===== src/rtl/pipe_if_stage.sv =====
// Instruction-fetch stage: PC register, next-PC select, imem handshake and IF/ID register.
// A redirect seen while imem is busy is parked in redir_pc until the delay slot arrives.
module pipe_if_stage #(
    parameter logic [31:0] RESET_PC = 32'h0000_0000,
    parameter logic [31:0] NOP_INST = 32'h0000_0000
) (
    input  logic        clock,
    input  logic        resetn,
    input  logic [1:0]  pcsource,
    input  logic        wpcir,
    input  logic [31:0] rpc,
    output logic [31:0] imem_addr,
    input  logic [31:0] imem_rdata,
    input  logic        imem_ready,
    output logic [31:0] pc,
    output logic [31:0] dpc4,
    output logic [31:0] dinst,
    output logic        dvalid,
    output logic [5:0]  op,
    output logic [5:0]  func,
    output logic [4:0]  rs,
    output logic [4:0]  rt,
    output logic [4:0]  rd,
    output logic [31:0] sa,
    output logic [15:0] imm,
    output logic [25:0] addr,
    output logic [31:0] bpc,
    output logic [31:0] jpc
);

    typedef enum logic {
        FETCH      = 1'b0,
        REDIR_PEND = 1'b1
    } state_t;

    state_t      state_reg, state_next;
    logic [31:0] pc_reg, pc_next;
    logic [31:0] dpc4_reg, dpc4_next;
    logic [31:0] dinst_reg, dinst_next;
    logic        dvalid_reg, dvalid_next;
    logic [31:0] redir_pc_reg, redir_pc_next;
    logic [31:0] pc4;
    logic [31:0] npc;

    assign pc        = pc_reg;
    assign imem_addr = pc_reg;
    assign dpc4      = dpc4_reg;
    assign dinst     = dinst_reg;
    assign dvalid    = dvalid_reg;

    assign op   = dinst_reg[31:26];
    assign func = dinst_reg[5:0];
    assign rs   = dinst_reg[25:21];
    assign rt   = dinst_reg[20:16];
    assign rd   = dinst_reg[15:11];
    assign sa   = {27'b0, dinst_reg[10:6]};
    assign imm  = dinst_reg[15:0];
    assign addr = dinst_reg[25:0];

    // Branch and jump targets are relative to the instruction currently in decode.
    assign bpc = dpc4_reg + {{14{dinst_reg[15]}}, dinst_reg[15:0], 2'b00};
    assign jpc = {dpc4_reg[31:28], dinst_reg[25:0], 2'b00};
    assign pc4 = pc_reg + 32'd4;

    always_comb begin
        npc = pc4;
        case (pcsource)
            2'b00:   npc = pc4;
            2'b01:   npc = bpc;
            2'b10:   npc = rpc;
            default: npc = jpc;
        endcase
    end

    always_comb begin
        state_next    = state_reg;
        pc_next       = pc_reg;
        dpc4_next     = dpc4_reg;
        dinst_next    = dinst_reg;
        dvalid_next   = dvalid_reg;
        redir_pc_next = redir_pc_reg;
        if (wpcir) begin
            case (state_reg)
                FETCH: begin
                    if (imem_ready) begin
                        pc_next     = npc;
                        dpc4_next   = pc4;
                        dinst_next  = imem_rdata;
                        dvalid_next = 1'b1;
                    end else begin
                        dinst_next  = NOP_INST;
                        dvalid_next = 1'b0;
                        // The delay slot is still outstanding, so remember the target instead.
                        if (pcsource != 2'b00) begin
                            redir_pc_next = npc;
                            state_next    = REDIR_PEND;
                        end
                    end
                end
                REDIR_PEND: begin
                    if (imem_ready) begin
                        pc_next     = redir_pc_reg;
                        dpc4_next   = pc4;
                        dinst_next  = imem_rdata;
                        dvalid_next = 1'b1;
                        state_next  = FETCH;
                    end else begin
                        dinst_next  = NOP_INST;
                        dvalid_next = 1'b0;
                    end
                end
                default: state_next = FETCH;
            endcase
        end
    end

    always_ff @(posedge clock) begin
        if (!resetn) begin
            state_reg    <= FETCH;
            pc_reg       <= RESET_PC;
            dpc4_reg     <= 32'h0;
            dinst_reg    <= NOP_INST;
            dvalid_reg   <= 1'b0;
            redir_pc_reg <= 32'h0;
        end else begin
            state_reg    <= state_next;
            pc_reg       <= pc_next;
            dpc4_reg     <= dpc4_next;
            dinst_reg    <= dinst_next;
            dvalid_reg   <= dvalid_next;
            redir_pc_reg <= redir_pc_next;
        end
    end

endmodule


===== config.mk =====
export PLATFORM = sky130hd
export DESIGN_NAME = pipe_if_stage
export DESIGN_NICKNAME = d
export VERILOG_FILES = /design/src/rtl/pipe_if_stage.sv
export SDC_FILE = /design/constraint.sdc
export NUM_CORES = 1
export LEC_CHECK = 0
export CORE_MARGIN = 3
export CORE_UTILIZATION = 48
export CTS_CLUSTER_SIZE = 28
export DETAILED_ROUTE_END_ITERATION = 7
export PLACE_DENSITY_LB_ADDON = 0.08
export SLEW_MARGIN = 5
export SYNTH_ARGS = -nofsm -noshare
export SYNTH_HDL_FRONTEND = slang
export SYNTH_SLANG_ARGS = --single-unit

===== constraint.sdc =====
create_clock -name clock -period 5 [get_ports clock]
set_input_delay 0.75 -clock clock [delete_from_list [all_inputs] [get_ports clock]]
set_output_delay 0.75 -clock clock [all_outputs]
set_load 0.01 [all_outputs]

==> reports/results.tsv, run 1 <==
stage	metric	value	unit
run_status	outcome	complete, no violations	
cells_and_area	post-route-util	65.4	%
drt	drc	0	
drt	wl	30.0	mm
hold_path	min_path_type	reg -> reg	
floorplan	num_rows	49	
worst_setup_path	cp-end-kind	output pin	
cells_and_area	finalNetCount	1410	
worst_setup_path	cp.buffers_inverters	2	
cells_and_area	diodes	0	
logic_synthesis	netlist_area	9090	um^2
worst_setup_path	crit_arrival	3.81	ns
sta	final.period_utilization	91.2	%
logic_synthesis	synth_edf_count	0	
placed_design	dp.final_hpwl	21.8	mm
cts	htreeDepth	4	
grt	antenna_found_initial	0	
drt	wl_per_cell	19.3	um
floorplan	initial_core_util	49.8	%
logic_synthesis	synth_seq_cells	130	
pwr	p_leak	4.57	nW
logic_synthesis	synth_flop_cell	dfxtp_1	
drt	num_vias	8725	
cts	cts_tree	done	
sta	grt_setup_unrepaired	no	
grt	grt_pass1_vias	8020	
pwr	p_per_area	262	nW/um^2
cts	ctsHoldBuffers	0	
pwr	switchingPower	0.947	mW
worst_setup_path	cp.required	4.25	ns
cts	cts_buffers	17	
floorplan	chipWidth	144	um
cells_and_area	syn2layout_area_growth	31.4	%
logic_synthesis	synth_area_per_cell	7.88	um^2
logic_synthesis	yosys.area.top_type	dfxtp_1	
floorplan	dieArea	20600	um^2
floorplan	io_pins	364	
sta	fin_tns_setup	0	ns
placed_design	io_buffer_count	334	
cells_and_area	final_cells	1551	
worst_setup_path	worst-setup-path-type	reg -> out	
worst_setup_path	path_cells	ha_1 > inv_1 > fa_1 > nand2b_1 > a211oi_4 > o21ai_2 > o21a_1 > o41ai_4 > a211oi_1 > xnor2_1 > clkdlybuf4s50_1	
pwr	peakVddDrop	0.270	mV
cts	post-cts-setup-buffers	0	
worst_setup_path	crit_path_start_kind	flip-flop	
pwr	pwr-share-comb	22.8	%
grt	grt_pass1_wl	45.6	mm
cts	cts_resized	0	
worst_setup_path	cp_slowest_cell	clkdlybuf4s50_1	
drt	vias_per_cell	5.63	
sta	tightest_slew	1.25	ns
sta	hold_viol	0	
worst_setup_path	crit_fanout	8	
drt	drtAntennaViolNets	0	
logic_synthesis	synth_top_cell_area_share	28.6	%
logic_synthesis	seq_area_frac_synth	28.6	%
pwr	power_switching_share	30.2	%
sta	period_minus_slack	4.56	ns
pwr	pwr-share-seq	37.0	%
cts	clkLatencyLatePin	0.43	ns
placed_design	dpl.cell_count	1519	
cts	clkTransAtPathRegs	0.06	ns
logic_synthesis	async_flop_share	0	%
worst_setup_path	slowest_delay	0.59	ns
floorplan	core_region_area	18300	um^2
cts	clockBufferDepth	2	
grt	grt_start_max_net_pins	76	
sta	clock_skew	0.00923	ns
sta	slew_viol_final	0	
drt	drtIter0Drc	834	
grt	grt_overflow	0	
sta	fmax	219	MHz
cts	ctsRootBufferMaster	clkbuf_16	
logic_synthesis	synth_warnings	0	
flow_run	drv_cap	0	
cts	cts_sinks	130	
floorplan	die_y	144	um
drt	drt_first_pass_iters	5	
placed_design	gp_congestion	0.947	
logic_synthesis	synthTopCellsByArea	dfxtp_1 29%, buf_4 14%, nor2_1 6.7%	
pwr	internal-power	2.19	mW
sta	relSlewSlack	16.8	%
logic_synthesis	synthCells	1154	
grt	grt_usage	28.2	%
logic_synthesis	ys_types	66	
cells_and_area	layout-drive-gt1-share	6.51	%
cells_and_area	final_cell_mix	331 x clkdlybuf4s50_1, 163 x nor2_1, 130 x dfxtp_1	
sta	setup_viol	0	
worst_setup_path	cpLargestDelayFamily	compound AO/OA/AOI/OAI gates	
pwr	p_clk_share	40.2	%
cells_and_area	final_common_cell	clkdlybuf4s50_1	
[stage by stage]
step	setup slack [ns]	hold WS [ns]	total power, mW	cell area [um^2]
5_1_grt	0.259	0.494	3.24	11900
2_1_floorplan	1.74	0.436	1.60	9200
3_3_place_gp	0.987	0.443	1.88	11400
4_1_cts	0.455	0.457	3.14	11900
6_report	0.442	0.454	3.13	11900
3_5_place_dp	0.960	0.449	1.89	11400
[routing by layer]
metal  up-vias  GRT usage, %  part of all wire (%)
li1       4105             -                     -
met1      4139          41.0                    44
met2       450          43.5                    46
met3        31          5.22                   9.3
met4         0          6.59                   1.3
met5         -             0                     0
[cells by family after synthesis]
group / count (synthesis) / share of synthesized area [%]
xor gates and xnor gates: 56 / 5.39
other: 1 / 0.0412
DFF: 130 / 28.6
muxes: 38 / 6.87
buffers and inverters: 260 / 18.0
and+or+nand+nor: 388 / 19.4
adders and majority gates: 31 / 4.35
AOI/OAI and AO/OA: 250 / 17.4
[final cells by class]
class	instances	area [um^2]
well taps	229	287
flip-flops and latches	130	2600
clock inverters	14	155
repair buffers	344	3420
multi-input cells	792	4960
fillers	1599	6320
clock buffers	18	429
inverters	24	92.6
[synthesized netlist by cell type, drive strengths merged (30+ instances only)]
master  instances
buf           182
nor3           42
xnor2          31
nor2          165
dfxtp         130
a21oi         104
clkbuf         54
o21ai          53
ha             30
nand2          66
nor2b          34
nand3          41
[power groups by stage]
stage	sequential [mW]	combinational (mW)	clock [mW]
global placement	1.18	0.704	0
CTS	1.16	0.711	1.27
global route	1.17	0.771	1.31
floorplan	1.18	0.419	0
finish	1.16	0.714	1.26
detailed placement	1.18	0.707	0
[worst paths after layout]
path / end / start / cells past startpoint / slack (ns)
worst max register to register: redir_pc_reg[24]$_SDFFE_PN0P_ / dinst[0]$_SDFFE_PN0P_ / 12 / 1.51
worst max-delay path: bpc[30] / dinst[0]$_SDFFE_PN0P_ / 11 / 0.44
worst min-delay path: redir_pc_reg[22]$_SDFFE_PN0P_ / redir_pc_reg[22]$_SDFFE_PN0P_ / 2 / 0.45
worst min register to register: redir_pc_reg[22]$_SDFFE_PN0P_ / redir_pc_reg[22]$_SDFFE_PN0P_ / 2 / 0.45
[worst register-to-register path, cell delays in order (launching register included)]
cell and delay, ns:
dfxtp_1 0.43, ha_1 0.23, inv_1 0.06, fa_1 0.41, nand2b_1 0.23, a211oi_4 0.34
o2111ai_1 0.22, a31oi_1 0.38, a31oi_1 0.16, xnor2_1 0.17, mux4_2 0.55, nor2_1 0.13
nor3_1 0.06
Note: power is estimated with default switching activity, not from simulation.
==> inputs of run 2 (changes only) <==
- CORE_AREA: default -> 2 2 141 143
- CORE_MARGIN: 3 -> default
- CORE_UTILIZATION: 48 -> default
- DIE_AREA: default -> 0 0 143 145
==> run 2 against run 1 <==
Critical path depth unchanged. Register-to-register slack worse by 0.08 ns. Combinational power down 1%. First-iteration DRC count down 29%. Non-clock buffer count up 1. Die area up 0.51%. Worst setup slack worse by 0.095 ns. Sequential power about the same. Final cell count up 2.4%. Highest routed layer unchanged.
==> reports/results.tsv, run 2 (synthesis gave the netlist of run 1 again) <==
stage	metric	value	unit	change
run_status	outcome	complete, no violations		unchanged
worst_setup_path	crit_path_start_kind	flip-flop		unchanged
sta	period_minus_slack	4.65	ns	was 4.56 ns
sta	hold_viol	0		unchanged
pwr	switchingPower	0.928	mW	was 0.947 mW
worst_setup_path	critPathLaunch	dinst[0]$_SDFFE_PN0P_		unchanged
sta	clock_skew	0.00928	ns	was 0.00923 ns
cts	htreeDepth	4		unchanged
sta	grt_setup_unrepaired	no		unchanged
worst_setup_path	r2r_end	imem_addr[22]$_SDFFE_PN0P_		was redir_pc_reg[24]$_SDFFE_PN0P_
cells_and_area	final_cell_mix	331 x clkdlybuf4s50_1, 163 x nor2_1, 130 x dfxtp_1		unchanged
sta	slew_viol_final	0		unchanged
sta	fin_tns_setup	0	ns	unchanged
worst_setup_path	worst-setup-path-type	reg -> out		unchanged
drt	drtAntennaViolNets	0		unchanged
placed_design	dp.final_hpwl	21.0	mm	was 21.8 mm
cts	post-cts-setup-buffers	0		unchanged
pwr	power_switching_share	29.3	%	was 30.2%
drt	wl	28.8	mm	was 30.0 mm
cts	cts_resized	0		unchanged
floorplan	dieArea	20700	um^2	was 20600 um^2
worst_setup_path	rrSetupSlack	1.43	ns	was 1.51 ns
floorplan	initial_core_util	47.3	%	was 49.8%
sta	tightest_slew	0.978	ns	was 1.25 ns
pwr	peakVddDrop	0.253	mV	was 0.270 mV
pwr	p_per_area	263	nW/um^2	was 262 nW/um^2
drt	wl_per_cell	18.1	um	was 19.3 um
cts	clkTransAtPathRegs	0.06	ns	about the same
grt	antenna_found_initial	0		unchanged
cts	clockBufferDepth	2		unchanged
cts	cts_tree	done		unchanged
drt	drtIter0Drc	593		was 834
pwr	pwr-share-seq	36.6	%	was 37.0%
flow_run	drv_cap	0		unchanged
grt	grt_pass1_wl	44.3	mm	was 45.6 mm
sta	whs	0.455	ns	was 0.454 ns
placed_design	gp_congestion	0.928		was 0.947
pwr	p_clk_share	41.0	%	was 40.2%
pwr	pwr-share-comb	22.4	%	was 22.8%
cells_and_area	syn2layout_area_growth	32.0	%	was 31.4%
worst_setup_path	cp.required	4.25	ns	about the same
worst_setup_path	reg2regPathDepth	12		unchanged
floorplan	die_y	145	um	was 144 um
floorplan	core_region_area	19200	um^2	was 18300 um^2
sta	setup_viol	0		unchanged
drt	vias_per_cell	5.38		was 5.63
cts	clkLatencyLatePin	0.43	ns	about the same
worst_setup_path	crit_path_end	bpc[30]		unchanged
cts	ctsRootBufferMaster	clkbuf_16		unchanged
floorplan	chipWidth	143	um	was 144 um
drt	drc	0		unchanged
pwr	internal-power	2.23	mW	was 2.19 mW
cts	ctsHoldBuffers	0		unchanged
worst_setup_path	crit_fanout	8		unchanged
drt	drt_first_pass_iters	6		was 5
cells_and_area	diodes	0		unchanged
sta	relSlewSlack	34.8	%	was 16.8%
drt	num_vias	8540		was 8725
cells_and_area	finalNetCount	1411		was 1410
cells_and_area	final_common_cell	clkdlybuf4s50_1		unchanged
worst_setup_path	cp-end-kind	output pin		unchanged
hold_path	min_path_cells	2		unchanged
sta	final.period_utilization	93.1	%	was 91.2%
floorplan	num_rows	51		was 49
worst_setup_path	r2r-start	dinst[0]$_SDFFE_PN0P_		unchanged
grt	grt_overflow	0		unchanged
cts	cts_buffers	17		unchanged
grt	grt_usage	27.1	%	was 28.2%
sta	fmax	215	MHz	was 219 MHz
placed_design	io_buffer_count	334		unchanged
grt	grt_start_max_net_pins	94		was 76
cells_and_area	fill_cells	1739		was 1599
hold_path	min_path_type	reg -> reg		unchanged
floorplan	io_pins	364		unchanged
cts	cts_sinks	130		unchanged
worst_setup_path	crit_arrival	3.90	ns	was 3.81 ns
cells_and_area	layout-drive-gt1-share	6.65	%	was 6.51%
pwr	p_leak	4.59	nW	was 4.57 nW
grt	grt_pass1_vias	7755		was 8020
run 2: critical path, cell delays in order, from the launching register on:
cell	delay (ns)
dfxtp_1	0.45
ha_1	0.23
inv_1	0.06
fa_1	0.41
nand2b_1	0.24
a211oi_4	0.39
o21ai_2	0.12
o21a_1	0.27
o41ai_4	0.34
a211oi_1	0.15
xnor2_1	0.23
clkdlybuf4s50_1	0.59
run 2: power groups by stage:
stage / Clock [mW] / Combinational (mW) / Sequential (mW)
finish: 1.30 / 0.707 / 1.16
global placement: 0 / 0.699 / 1.18
detailed placement: 0 / 0.702 / 1.18
global route: 1.36 / 0.759 / 1.17
CTS: 1.31 / 0.706 / 1.16
floorplan: 0 / 0.419 / 1.18
run 2: per-stage QoR:
stage               util, %  total power, mW  setup slack (ns)  instances  cell area (um^2)
floorplan                 -             1.60              1.74       1182              9200
global placement       59.4             1.88             0.954       1556             11400
detailed placement     59.4             1.88             0.857       1556             11400
CTS                    62.5             3.18             0.369       1588             12000
global route           62.5             3.28             0.173       1588             12000
finish                 62.5             3.16             0.347       1588             12000
run 2: cell type report:
class                   count  area (um^2)  area share, %
clock inverters            15          180           1.50
repair buffers            345         3410           28.4
multi-input cells         792         4960           41.3
flip-flops and latches    130         2600           21.7
inverters                  24         92.6          0.771
clock buffers              17          425           3.54
well taps                 265          332           2.76
run 2: layer usage:
layer | vias up | share of wire, % | global-route usage, %
met3 | 39 | 8.2 | 4.98
met4 | 0 | 2.0 | 7.28
li1 | 4102 | - | -
met5 | - | 0 | 0
met2 | 407 | 45 | 41.3
met1 | 3992 | 45 | 39.2
run 2: worst min-delay path by stage:
stage | start | end | slack, ns
6_report | redir_pc_reg[2]$_SDFFE_PN0P_ | redir_pc_reg[2]$_SDFFE_PN0P_ | 0.45
5_1_grt | redir_pc_reg[2]$_SDFFE_PN0P_ | redir_pc_reg[2]$_SDFFE_PN0P_ | 0.47
4_1_cts | redir_pc_reg[2]$_SDFFE_PN0P_ | redir_pc_reg[2]$_SDFFE_PN0P_ | 0.46
3_5_place_dp | redir_pc_reg[2]$_SDFFE_PN0P_ | redir_pc_reg[2]$_SDFFE_PN0P_ | 0.45
3_3_place_gp | redir_pc_reg[22]$_SDFFE_PN0P_ | redir_pc_reg[22]$_SDFFE_PN0P_ | 0.44
2_1_floorplan | redir_pc_reg[22]$_SDFFE_PN0P_ | redir_pc_reg[22]$_SDFFE_PN0P_ | 0.44
==> inputs of run 3 (changes only) <==
- SLEW_MARGIN: 5 -> 20
==> results of run 3 <==
Final layout, timing and power as in run 2 (identical DEF).
